===== config.mk =====
export PLATFORM = sky130hd
export DESIGN_NAME = number_digitizer
export DESIGN_NICKNAME = d
export VERILOG_FILES = /design/src/rtl/number_digitizer.sv
export SDC_FILE = /design/constraint.sdc
export NUM_CORES = 1
export LEC_CHECK = 0
export BUFFER_PORTS_ARGS = -buffer_cell sky130_fd_sc_hd__buf_2
export CAP_MARGIN = 10
export CORE_MARGIN = 2
export CORE_UTILIZATION = 60
export DETAILED_ROUTE_END_ITERATION = 10
export HOLD_SLACK_MARGIN = 0.05
export PLACE_DENSITY = 0.83
export SYNTH_ARGS = -nofsm -noshare
export SYNTH_HDL_FRONTEND = slang
export SYNTH_SLANG_ARGS = --single-unit

===== constraint.sdc =====
create_clock -name clk -period 3.05 [get_ports clk]
set_input_delay 0.61 -clock clk [delete_from_list [all_inputs] [get_ports clk]]
set_output_delay 0.61 -clock clk [all_outputs]
set_load 0.02 [all_outputs]

===== src/rtl/number_digitizer.sv =====
// number_digitizer: sequential binary-to-decimal converter (double dabble) with
// leading-zero blanking, feeding the seven-segment digit renderer.
//
// Ports:
//   clk     - sole clock, rising edge
//   rst     - synchronous, active-high reset
//   start   - request conversion of number; only honoured while idle
//   number  - unsigned binary input, captured on the accepting edge
//   busy    - high while a conversion is in progress (registered)
//   valid   - one-cycle pulse when digits has just been updated (registered)
//   digits  - packed digit array, digit i at [4i+:4], i=0 most significant;
//             value 10 marks a blanked position
module number_digitizer #(
  parameter int unsigned NUMBER_WIDTH = 8,
  // ceil(NUMBER_WIDTH * log10(2)) in integer arithmetic (log10(2) ~ 0.30103)
  localparam int unsigned DIGITS_COUNT = (NUMBER_WIDTH * 30103 + 99999) / 100000
) (
  input  logic                      clk,
  input  logic                      rst,
  input  logic                      start,
  input  logic [NUMBER_WIDTH-1:0]   number,
  output logic                      busy,
  output logic                      valid,
  output logic [4*DIGITS_COUNT-1:0] digits
);

  localparam int unsigned COUNT_W = $clog2(NUMBER_WIDTH + 1);
  localparam int unsigned BCD_W   = 4 * DIGITS_COUNT;

  typedef logic [3:0] digit_t;
  localparam digit_t EMPTY_DIGIT = 4'd10;

  typedef enum logic [1:0] {
    IDLE,
    SHIFT,
    FINISH
  } state_t;

  // Idle display pattern: everything blank except the least significant "0"
  function automatic logic [BCD_W-1:0] reset_pattern();
    logic [BCD_W-1:0] r;
    r = '0;
    for (int unsigned i = 0; i + 1 < DIGITS_COUNT; i++) begin
      r[4*i +: 4] = EMPTY_DIGIT;
    end
    return r;
  endfunction

  localparam logic [BCD_W-1:0] RESET_DIGITS = reset_pattern();

  state_t                    state_q, state_d;
  logic [NUMBER_WIDTH-1:0]   bin_q, bin_d;
  logic [BCD_W-1:0]          bcd_q, bcd_d;
  logic [COUNT_W-1:0]        count_q, count_d;
  logic                      busy_d;
  logic                      valid_d;
  logic [BCD_W-1:0]          digits_d;
  logic [BCD_W-1:0]          adj;
  logic                      lead;
  digit_t                    nib;

  // State and datapath registers
  always_ff @(posedge clk) begin
    if (rst) begin
      state_q <= IDLE;
      bin_q   <= '0;
      bcd_q   <= '0;
      count_q <= '0;
      busy    <= 1'b0;
      valid   <= 1'b0;
      digits  <= RESET_DIGITS;
    end else begin
      state_q <= state_d;
      bin_q   <= bin_d;
      bcd_q   <= bcd_d;
      count_q <= count_d;
      busy    <= busy_d;
      valid   <= valid_d;
      digits  <= digits_d;
    end
  end

  // Next-state, datapath and output logic
  always_comb begin
    state_d  = state_q;
    bin_d    = bin_q;
    bcd_d    = bcd_q;
    count_d  = count_q;
    digits_d = digits;
    valid_d  = 1'b0;
    adj      = '0;
    lead     = 1'b1;
    nib      = '0;

    case (state_q)
      IDLE: begin
        if (start) begin
          bin_d   = number;
          bcd_d   = '0;
          count_d = COUNT_W'(NUMBER_WIDTH);
          state_d = SHIFT;
        end
      end

      SHIFT: begin
        // Add-3 correction per nibble, no carry between nibbles, then shift
        adj = bcd_q;
        for (int unsigned i = 0; i < DIGITS_COUNT; i++) begin
          if (adj[4*i +: 4] >= 4'd5) begin
            adj[4*i +: 4] = adj[4*i +: 4] + 4'd3;
          end
        end
        {bcd_d, bin_d} = {adj, bin_q} << 1;
        count_d = count_q - COUNT_W'(1);
        if (count_q == COUNT_W'(1)) begin
          state_d = FINISH;
        end
      end

      FINISH: begin
        // Reverse nibble order and blank leading zeros; last digit always shown
        for (int unsigned i = 0; i < DIGITS_COUNT; i++) begin
          nib = bcd_q[4*(DIGITS_COUNT-1-i) +: 4];
          if (lead && (nib == 4'd0) && (i != DIGITS_COUNT - 1)) begin
            digits_d[4*i +: 4] = EMPTY_DIGIT;
          end else begin
            digits_d[4*i +: 4] = nib;
            lead = 1'b0;
          end
        end
        valid_d = 1'b1;
        state_d = IDLE;
      end

      default: state_d = IDLE;
    endcase

    busy_d = (state_d != IDLE);
  end

endmodule


* Yosys cells after proc, flatten, opt, wreduce, memory -nomap -nowiden
Cells that the tools add are included.
** Word-level totals
- Memories :: 0
- Output and inout port bits :: 14
- Register bits after elaboration :: 40
- ROM bits :: 0
- Bits in latches :: 0
- Bits in writable memories :: 0
** Cells by class
- Add/subtract/negate cells :: 4
- Bitwise operators :: 0
- Order comparisons :: 3
- Multiply operators :: 0
- Multiplexer cells :: 17
- Equal/unequal tests :: 4
- Reduce and logical (&&, ||, !) cells :: 7
- Shifts and indexed selects :: 0
- Div/mod/pow operators :: 0
** Operator list (count)
- $pmux 12 s2 :: 1
- $mux 4 :: 5
- $pmux 8 s2 :: 1
- $ge 4x3->1 const B :: 3
- $mux 12 :: 1
- $add 4x2->4 const B :: 2
- $logic_not 4->1 :: 2
- $mux 8 :: 1
- $pmux 4 s2 :: 1
- $eq 4x1->1 const B :: 1
- $mux 2 :: 2
- $pmux 2 s2 :: 1
- $reduce_bool 2->1 :: 2
- $sub 4x1->4 const B :: 1
- $add 3x2->3 const B :: 1
- $mux 1 :: 3
- $mux 3 :: 1
- $eq 2x1->1 const B :: 1
- $eq 2x2->1 const B :: 1
- $logic_not 2->1 :: 1
- $ne 2x2->1 const B :: 1
- $reduce_and 2->1 :: 1
- $logic_and 1x1->1 :: 1

* Logic depth before layout (Yosys ltp)
Gate-level depths: netlist of the first run.
- Word-level depth :: 5
- Mapped depth :: 6

* Least setup slack after synthesis of the first run
No wires, ideal clock.
- Kind :: register to register
- Start :: register bcd_q[9]
- End :: register digits[4]
- Path slack :: 1458 ps
- Data arrival time :: 1464 ps
- Stages on the path, launching flop included :: 7
- Cell sequence :: dfxtp_1 -> inv_1 -> ha_1 -> or3b_4 -> nor4b_4 -> o31a_2 -> nor2_1
** Between the ends
- Longest elaborated chain between the ends :: 5
** RTL lines
- from (decl) :: RTL line 53 : logic [BCD_W-1:0] bcd_q, bcd_d;
- from (signal assigned) :: RTL line 67 : bcd_q <= '0;
- from (signal assigned) :: RTL line 75 : bcd_q <= bcd_d;
- $logic_not 4->1 :: RTL line 124 : if (lead && (nib == 4'd0) && (i != DIGITS_COUNT - 1)) begin
- $mux 1 :: RTL line 124
- $mux 1 :: RTL line 95 : case (state_q)
- $logic_and 1x1->1 :: RTL line 124
- $mux 4 :: RTL line 124
- to (signal assigned) :: RTL line 79 : digits <= digits_d;
- to (decl) :: RTL line 24 : output logic [4*DIGITS_COUNT-1:0] digits
No other way between the ends. The select of a mux whose other input is x is not followed.
A chain may end at the register's enable or synchronous reset.

* Worst setup path after layout of the first run
- Start :: register state_q[1]
- End :: register digits[3]
** Between the ends
- Longest elaborated chain between the ends :: 1
** RTL lines
- from (decl) :: RTL line 51 : state_t state_q, state_d;
- from (signal assigned) :: RTL line 73 : state_q <= state_d;
- $eq 2x2->1 :: RTL line 95
No other way between the ends.

==> results of run 1 <==
==> final cells by class <==
class | instances | area (um2) | area share, %
Clock buffer | 7 | 65.06 | 3.242
Clock inverter | 1 | 30.03 | 1.496
Inverter | 10 | 37.54 | 1.870
Multi-Input combinational cell | 147 | 914.6 | 45.57
Sequential cell | 40 | 800.8 | 39.90
Tap cell | 31 | 38.79 | 1.933
Timing Repair Buffer | 24 | 120.1 | 5.985
==> registers in the layout, summed over array words and instances (netlist names) <==
name     count
bcd_q       12
digits      12
bin_q        8
count_q      4
state_q      2
busy         1
valid        1
==> how the worst max path moves through the flow <==
stage | cells past startpoint | endpoint | start | slack [ns]
floorplan | 6 | digits[4] | bcd_q[9] | 1.46
global placement | 4 | digits[3] | state_q[1] | 1.23
detailed placement | 4 | digits[3] | state_q[1] | 1.15
CTS | 4 | digits[3] | state_q[1] | 1.13
global route | 4 | digits[3] | state_q[1] | 0.99
finish | 4 | digits[3] | state_q[1] | 1.13
==> worst max-delay path, cell delays in order, from the launching register on <==
cell      delay (ns)
dfxtp_1         0.63
nor2b_1         0.75
o21ai_0         0.20
o22ai_1         0.18
nand2b_1        0.07
==> metal layers <==
layer | up-vias | share of wire (%)
met5 | - | 0
li1 | 761 | -
met3 | 6 | 4.7
met4 | 0 | 1.7
met1 | 709 | 45
met2 | 34 | 48
==> cells by family after synthesis <==
kind of cell | count (synthesis) | share of synthesized area (%)
AND/OR/NAND/NOR | 82 | 22.88
buffers and inverters | 19 | 5.252
AO/OA/AOI/OAI | 48 | 17.21
multiplexers | 4 | 2.281
flip-flops | 40 | 44.23
adder cells (fa/ha/maj) | 9 | 6.220
XOR/XNOR | 4 | 1.935
==> layout by cell type, fill, tap and decap left out, types with 2 or more instances in the layout <==
cell	instances
a211oi_1	2
dfxtp_1	40
inv_1	10
nand2_1	14
a21oi_1	15
nor2_1	28
o22ai_1	8
a32oi_1	2
a22o_1	7
buf_2	24
nor2b_1	8
o21ai_0	7
ha_1	9
nand2b_1	8
nand3_1	4
mux2i_1	3
xnor2_1	3
clkbuf_8	2
o21bai_1	2
a22oi_1	2
clkbuf_4	5
nor3_1	13
==> per-stage QoR <==
step / hold WS [ns] / cell area (um2) / std cells
2_1_floorplan: 0.4494 / 1810 / 206
3_3_place_gp: 0.4399 / 1912 / 252
3_5_place_dp: 0.4459 / 1912 / 252
4_1_cts: 0.4621 / 2007 / 260
5_1_grt: 0.4904 / 2007 / 260
6_report: 0.4617 / 2007 / 260
==> power breakdown <==
group | switching (mW) | internal, mW
Sequential | 0.0164 | 0.542
Clock | 0.170 | 0.218
Combinational | 0.0574 | 0.0415
Total | 0.244 | 0.801
==> flow_metrics.env, run 1 <==
export IMPL_antenna_found_initial=0
export IMPL_r2r_slack_ns=1.13
export IMPL_nNetsFinal=248
export IMPL_synth_common_cells="40 x dfxtp_1, 28 x nor2_1, 15 x a21oi_1"
export IMPL_synth_edf_count=0
export IMPL_power_density_nw_per_um2=520.7
export IMPL_yosysMostFrequentCell="dfxtp_1"
export IMPL_antennaDiodeCount=0
export IMPL_dp_slack_ns=1.150
export IMPL_synth_area_um2=1810
export IMPL_min_path_type="flop to flop"
export IMPL_clk_pin_slew_ns=0.11
export IMPL_synth_top_cell_area_share_pct=44.23
export IMPL_holdPathStages=2
export IMPL_ctsHtreeMaxLevel=2
export IMPL_die_x_um=58.93
export IMPL_yosys_warnings=0
export IMPL_yosysUniqueCellTypes=35
export IMPL_place_congestion=0.8945
export IMPL_maxCapViolations=0
export IMPL_grt_max_degree=35
export IMPL_grt_use_met3_pct=7.253
export IMPL_cts_sinks=40
export IMPL_postCtsSetupBuffers=0
export IMPL_synth_largest_area_cell="dfxtp_1"
export IMPL_outcome="finished, violations left"
export IMPL_dieArea_um2=3473
export IMPL_finalPower_mw=1.045
export IMPL_path_class="flop to flop"
export IMPL_cts_root_buf="clkbuf_4"
export IMPL_grt_pass1_wl_um=6120
export IMPL_grt_usage_pct=23.71
export IMPL_period_share_pct=63.10
export IMPL_syn_to_final_growth_pct=10.85
export IMPL_io_pins=25
export IMPL_setup_ws_ns=1.125
export IMPL_violations="design-rule violations"
export IMPL_utilization_pct=71.54
export IMPL_core_area_um2=2805
export IMPL_drive_gt1_share_pct=17.03
export IMPL_rsz0062_at_grt="false"
export IMPL_tns_ns=0
export IMPL_grt_overflow=0
export IMPL_grt_pass1_vias=1358
export IMPL_first_pass_iters=7
export IMPL_critPathLaunchType="flop"
export IMPL_drtAntennaViolNets=0
export IMPL_r2r_cells=4
export IMPL_cts_tree="built"
export IMPL_drt_iter0_drc=57
export IMPL_grt_busiest_layer="met2"
export IMPL_initial_core_util_pct=64.54
export IMPL_slew_headroom_pct=43.31
export IMPL_via_count=1510
export IMPL_hold_path_end="digits[0]"
export IMPL_ys_seq_elements=40
export IMPL_synth_area_per_cell_um2=8.789
export IMPL_fin_skew_ns=0.01048
export IMPL_drcViolationCount=2
export IMPL_cts_resized=0
export IMPL_via_per_inst=5.808
export IMPL_synth_fp_nets=226
export IMPL_setup_viol=0
export IMPL_detail_route_wirelength_um=3601
export IMPL_use_met2_pct=37.46
export IMPL_cts_buffer_depth=2
export IMPL_leakagePower_nw=0.8504
export IMPL_worstPathMaxFanout=16
export IMPL_synthTopCellsByArea="dfxtp_1 44%, ha_1 6.2%, nor2_1 5.8%, a21oi_1 4.1%, nor3_1 3.6%"
export IMPL_finalMaxSlewViolations=0
export IMPL_peakVddDrop_v=0.0005058
export IMPL_clk_latency_ns=0.35
export IMPL_globalRouteMet1Util_pct=29.44
export IMPL_worst_setup_path_end_kind="flop"
export IMPL_avgRoutedWirePerCell_um=13.85
export IMPL_r2r_end="digits[3]"
export IMPL_async_reset_ff_share_pct=0
export IMPL_worst_slew_pin_transition_ns=0.8487
export IMPL_die_h_um=58.93
export IMPL_reg2reg_from="state_q[1]"
export IMPL_clock_fmax_ghz=0.5196
export IMPL_portBuffers=24
export IMPL_hold_buffers=0
export IMPL_synth_ff_type="dfxtp_1"
export IMPL_fill_cells=226
export IMPL_rows=19
export IMPL_synthCells=206
export IMPL_min_period_ns=1.925
export IMPL_cts_buffers=5
export IMPL_hpwl_um=2555
export IMPL_required_ns=3.29
export IMPL_min_from="digits[0]"
export IMPL_hold_viol=0
export IMPL_worstPathArrival_ns=2.17
export IMPL_seq_area_frac_synth_pct=44.23
No activity file was read; power rests on OpenSTA's default activity.
==> run 2, diff against run 1 <==
- CORE_UTILIZATION: 60 -> 56
- PLACE_DENSITY: 0.83 -> 0.78
- clock period: 3.05 -> 1.8 ns (I/O delays scaled with it)
==> flow_metrics.env, run 2 (synthesized netlist as in run 1, its figures left out) <==
export IMPL_clock_fmax_ghz=0.6157
export IMPL_nNetsFinal=255
export IMPL_holdPathStages=3
export IMPL_path_class="flop to flop"
export IMPL_switchingPower_uw=432.1
export IMPL_final_common_cell="dfxtp_1"
export IMPL_die_x_um=60.86
export IMPL_grt_pass1_wl_um=6009
export IMPL_cpMaxStageDelayCell="or3b_4"
export IMPL_leakagePower_nw=0.8749
export IMPL_rsz0062_at_grt="false"
export IMPL_via_per_inst=5.289
export IMPL_portBuffers=24
export IMPL_rows=20
export IMPL_place_congestion=0.8076
export IMPL_swShare_pct=25.14
export IMPL_clk_pin_slew_ns=0.12
export IMPL_peakVddDrop_v=0.0005925
export IMPL_fin_skew_ns=0.007707
export IMPL_pwr_share_comb_pct=10.4
export IMPL_reg2reg_from="bcd_q[9]"
export IMPL_slew_headroom_pct=65.35
export IMPL_critPathBufInv=1
export IMPL_ctsHtreeMaxLevel=2
export IMPL_min_path_type="primary input to flop"
export IMPL_cts_root_buf="clkbuf_4"
export IMPL_outcome="completed"
export IMPL_layout_cells_non_filler=280
export IMPL_dieArea_um2=3704
export IMPL_min_from="number[0]"
export IMPL_grt_usage_pct=21.96
export IMPL_grt_pass1_vias=1304
export IMPL_cts_buffers=5
export IMPL_grt_overflow=0
export IMPL_min_period_ns=1.624
export IMPL_r2r_slack_ns=0.18
export IMPL_hold_path_end="bin_q[0]"
export IMPL_grt_max_degree=19
export IMPL_max_stage_delay_ns=0.41
export IMPL_antenna_found_initial=0
export IMPL_cts_resized=0
export IMPL_avgRoutedWirePerCell_um=12.73
export IMPL_crit_family="simple AND/OR/NAND/NOR gates"
export IMPL_antennaDiodeCount=0
export IMPL_dp_cells=272
export IMPL_worstPathArrival_ns=1.92
export IMPL_detail_route_wirelength_um=3564
export IMPL_maxCapViolations=0
export IMPL_cts_sinks=40
export IMPL_r2r_end="digits[7]"
export IMPL_fill_cells=277
export IMPL_critPathLaunchType="flop"
export IMPL_die_h_um=60.86
export IMPL_worst_setup_path_end_kind="flop"
export IMPL_intPower_mw=1.287
export IMPL_layout_common_cells="40 x dfxtp_1, 28 x nor2_1, 24 x buf_2"
export IMPL_worstPathMaxFanout=4
export IMPL_setup_viol=0
export IMPL_drt_iter0_drc=59
export IMPL_seq_area_um2=800.8
export IMPL_syn_to_final_growth_pct=13.82
export IMPL_postCtsSetupBuffers=0
export IMPL_hpwl_um=2464
export IMPL_power_frac_clock_pct=34.7
export IMPL_core_area_um2=3053
export IMPL_finalMaxSlewViolations=0
export IMPL_drcViolationCount=0
export IMPL_crit_chain="inv_1 -> ha_1 -> or3b_4 -> nor4b_4 -> nor3_1 -> o21bai_1"
export IMPL_clk_latency_ns=0.36
export IMPL_top_regs="bcd_q (12), digits (12), bin_q (8)"
export IMPL_period_share_pct=90.23
export IMPL_drive_gt1_share_pct=19.49
export IMPL_r2r_cells=6
export IMPL_multi_input_area_um2=914.6
export IMPL_via_count=1481
export IMPL_drtAntennaViolNets=0
export IMPL_cts_buffer_depth=2
export IMPL_io_pins=25
export IMPL_hold_viol=0
export IMPL_first_pass_iters=4
export IMPL_power_density_nw_per_um2=834.1
export IMPL_worst_slew_pin_transition_ns=0.5178
export IMPL_initial_core_util_pct=59.30
export IMPL_tns_ns=0
export IMPL_cts_tree="built"
export IMPL_hold_buffers=0
export IMPL_required_ns=2.10
export IMPL_pwr_share_seq_pct=54.9
## run 2: changes by cell type in the layout (fill, tap and decap cells not counted), sizes merged
cell	delta
clkinv	+1
clkbuf	-2
buf	+7
clkinvlp	+1
## run 2: worst max path at each step
stage                     cells past startpoint   endpoint  startpoint  slack, ns
after floorplan                               6  digits[4]    bcd_q[9]       0.21
after global placement                        6  digits[4]    bcd_q[9]       0.22
after detailed placement                      6  digits[4]    bcd_q[9]       0.19
after CTS                                     6  digits[7]    bcd_q[8]       0.17
after global routing                          6  digits[5]    bcd_q[9]       0.05
final                                         6  digits[7]    bcd_q[9]       0.18
## run 2: worst register-to-register path, delay by kind of cell, from the launching register on
kind            cells  cell delay (ns)
flops               1             0.33
simple gates        3             0.80
fa+ha+maj           1             0.17
buf+inv             1             0.11
compound gates      1             0.16
## run 2: final cells by class
class	count	area share, %
multi-input cells	147	44.38
flip-flops and latches	40	38.86
repair buffers	31	8.379
well taps	44	2.672
clock inverters	3	2.064
clock buffers	5	1.821
inverters	10	1.821
## run 2: power groups by stage
| stage | Sequential [mW] | Combinational (mW) | Clock [mW] |
|---|---|---|---|
| 4_1_cts | 0.944 | 0.180 | 0.611 |
| 5_1_grt | 0.949 | 0.206 | 0.638 |
| 3_5_place_dp | 0.963 | 0.178 | 0 |
| 3_3_place_gp | 0.964 | 0.176 | 0 |
| 2_1_floorplan | 0.957 | 0.133 | 0 |
| 6_report | 0.944 | 0.179 | 0.596 |
## run 2: stage by stage
stage | total power [mW] | area [um2] | utilization [%] | hold slack [ns] | worst slack [ns]
floorplan | 1.090 | 1810 | - | 0.4494 | 0.2080
global placement | 1.140 | 1981 | 64.88 | 0.4381 | 0.2221
detailed placement | 1.141 | 1981 | 64.88 | 0.4432 | 0.1926
CTS | 1.735 | 2061 | 67.50 | 0.2660 | 0.1670
global route | 1.792 | 2061 | 67.50 | 0.3198 | 0.05104
finish | 1.719 | 2061 | 67.50 | 0.2759 | 0.1759
## run 2: metal layers
metal | wire (um) | global-route usage [%] | share of wire, %
met5 | 0 | 0 | 0
met4 | 31 | 7.143 | 0.87
met3 | 139 | 7.249 | 3.9
met2 | 1656 | 34.25 | 46
met1 | 1736 | 28.82 | 49
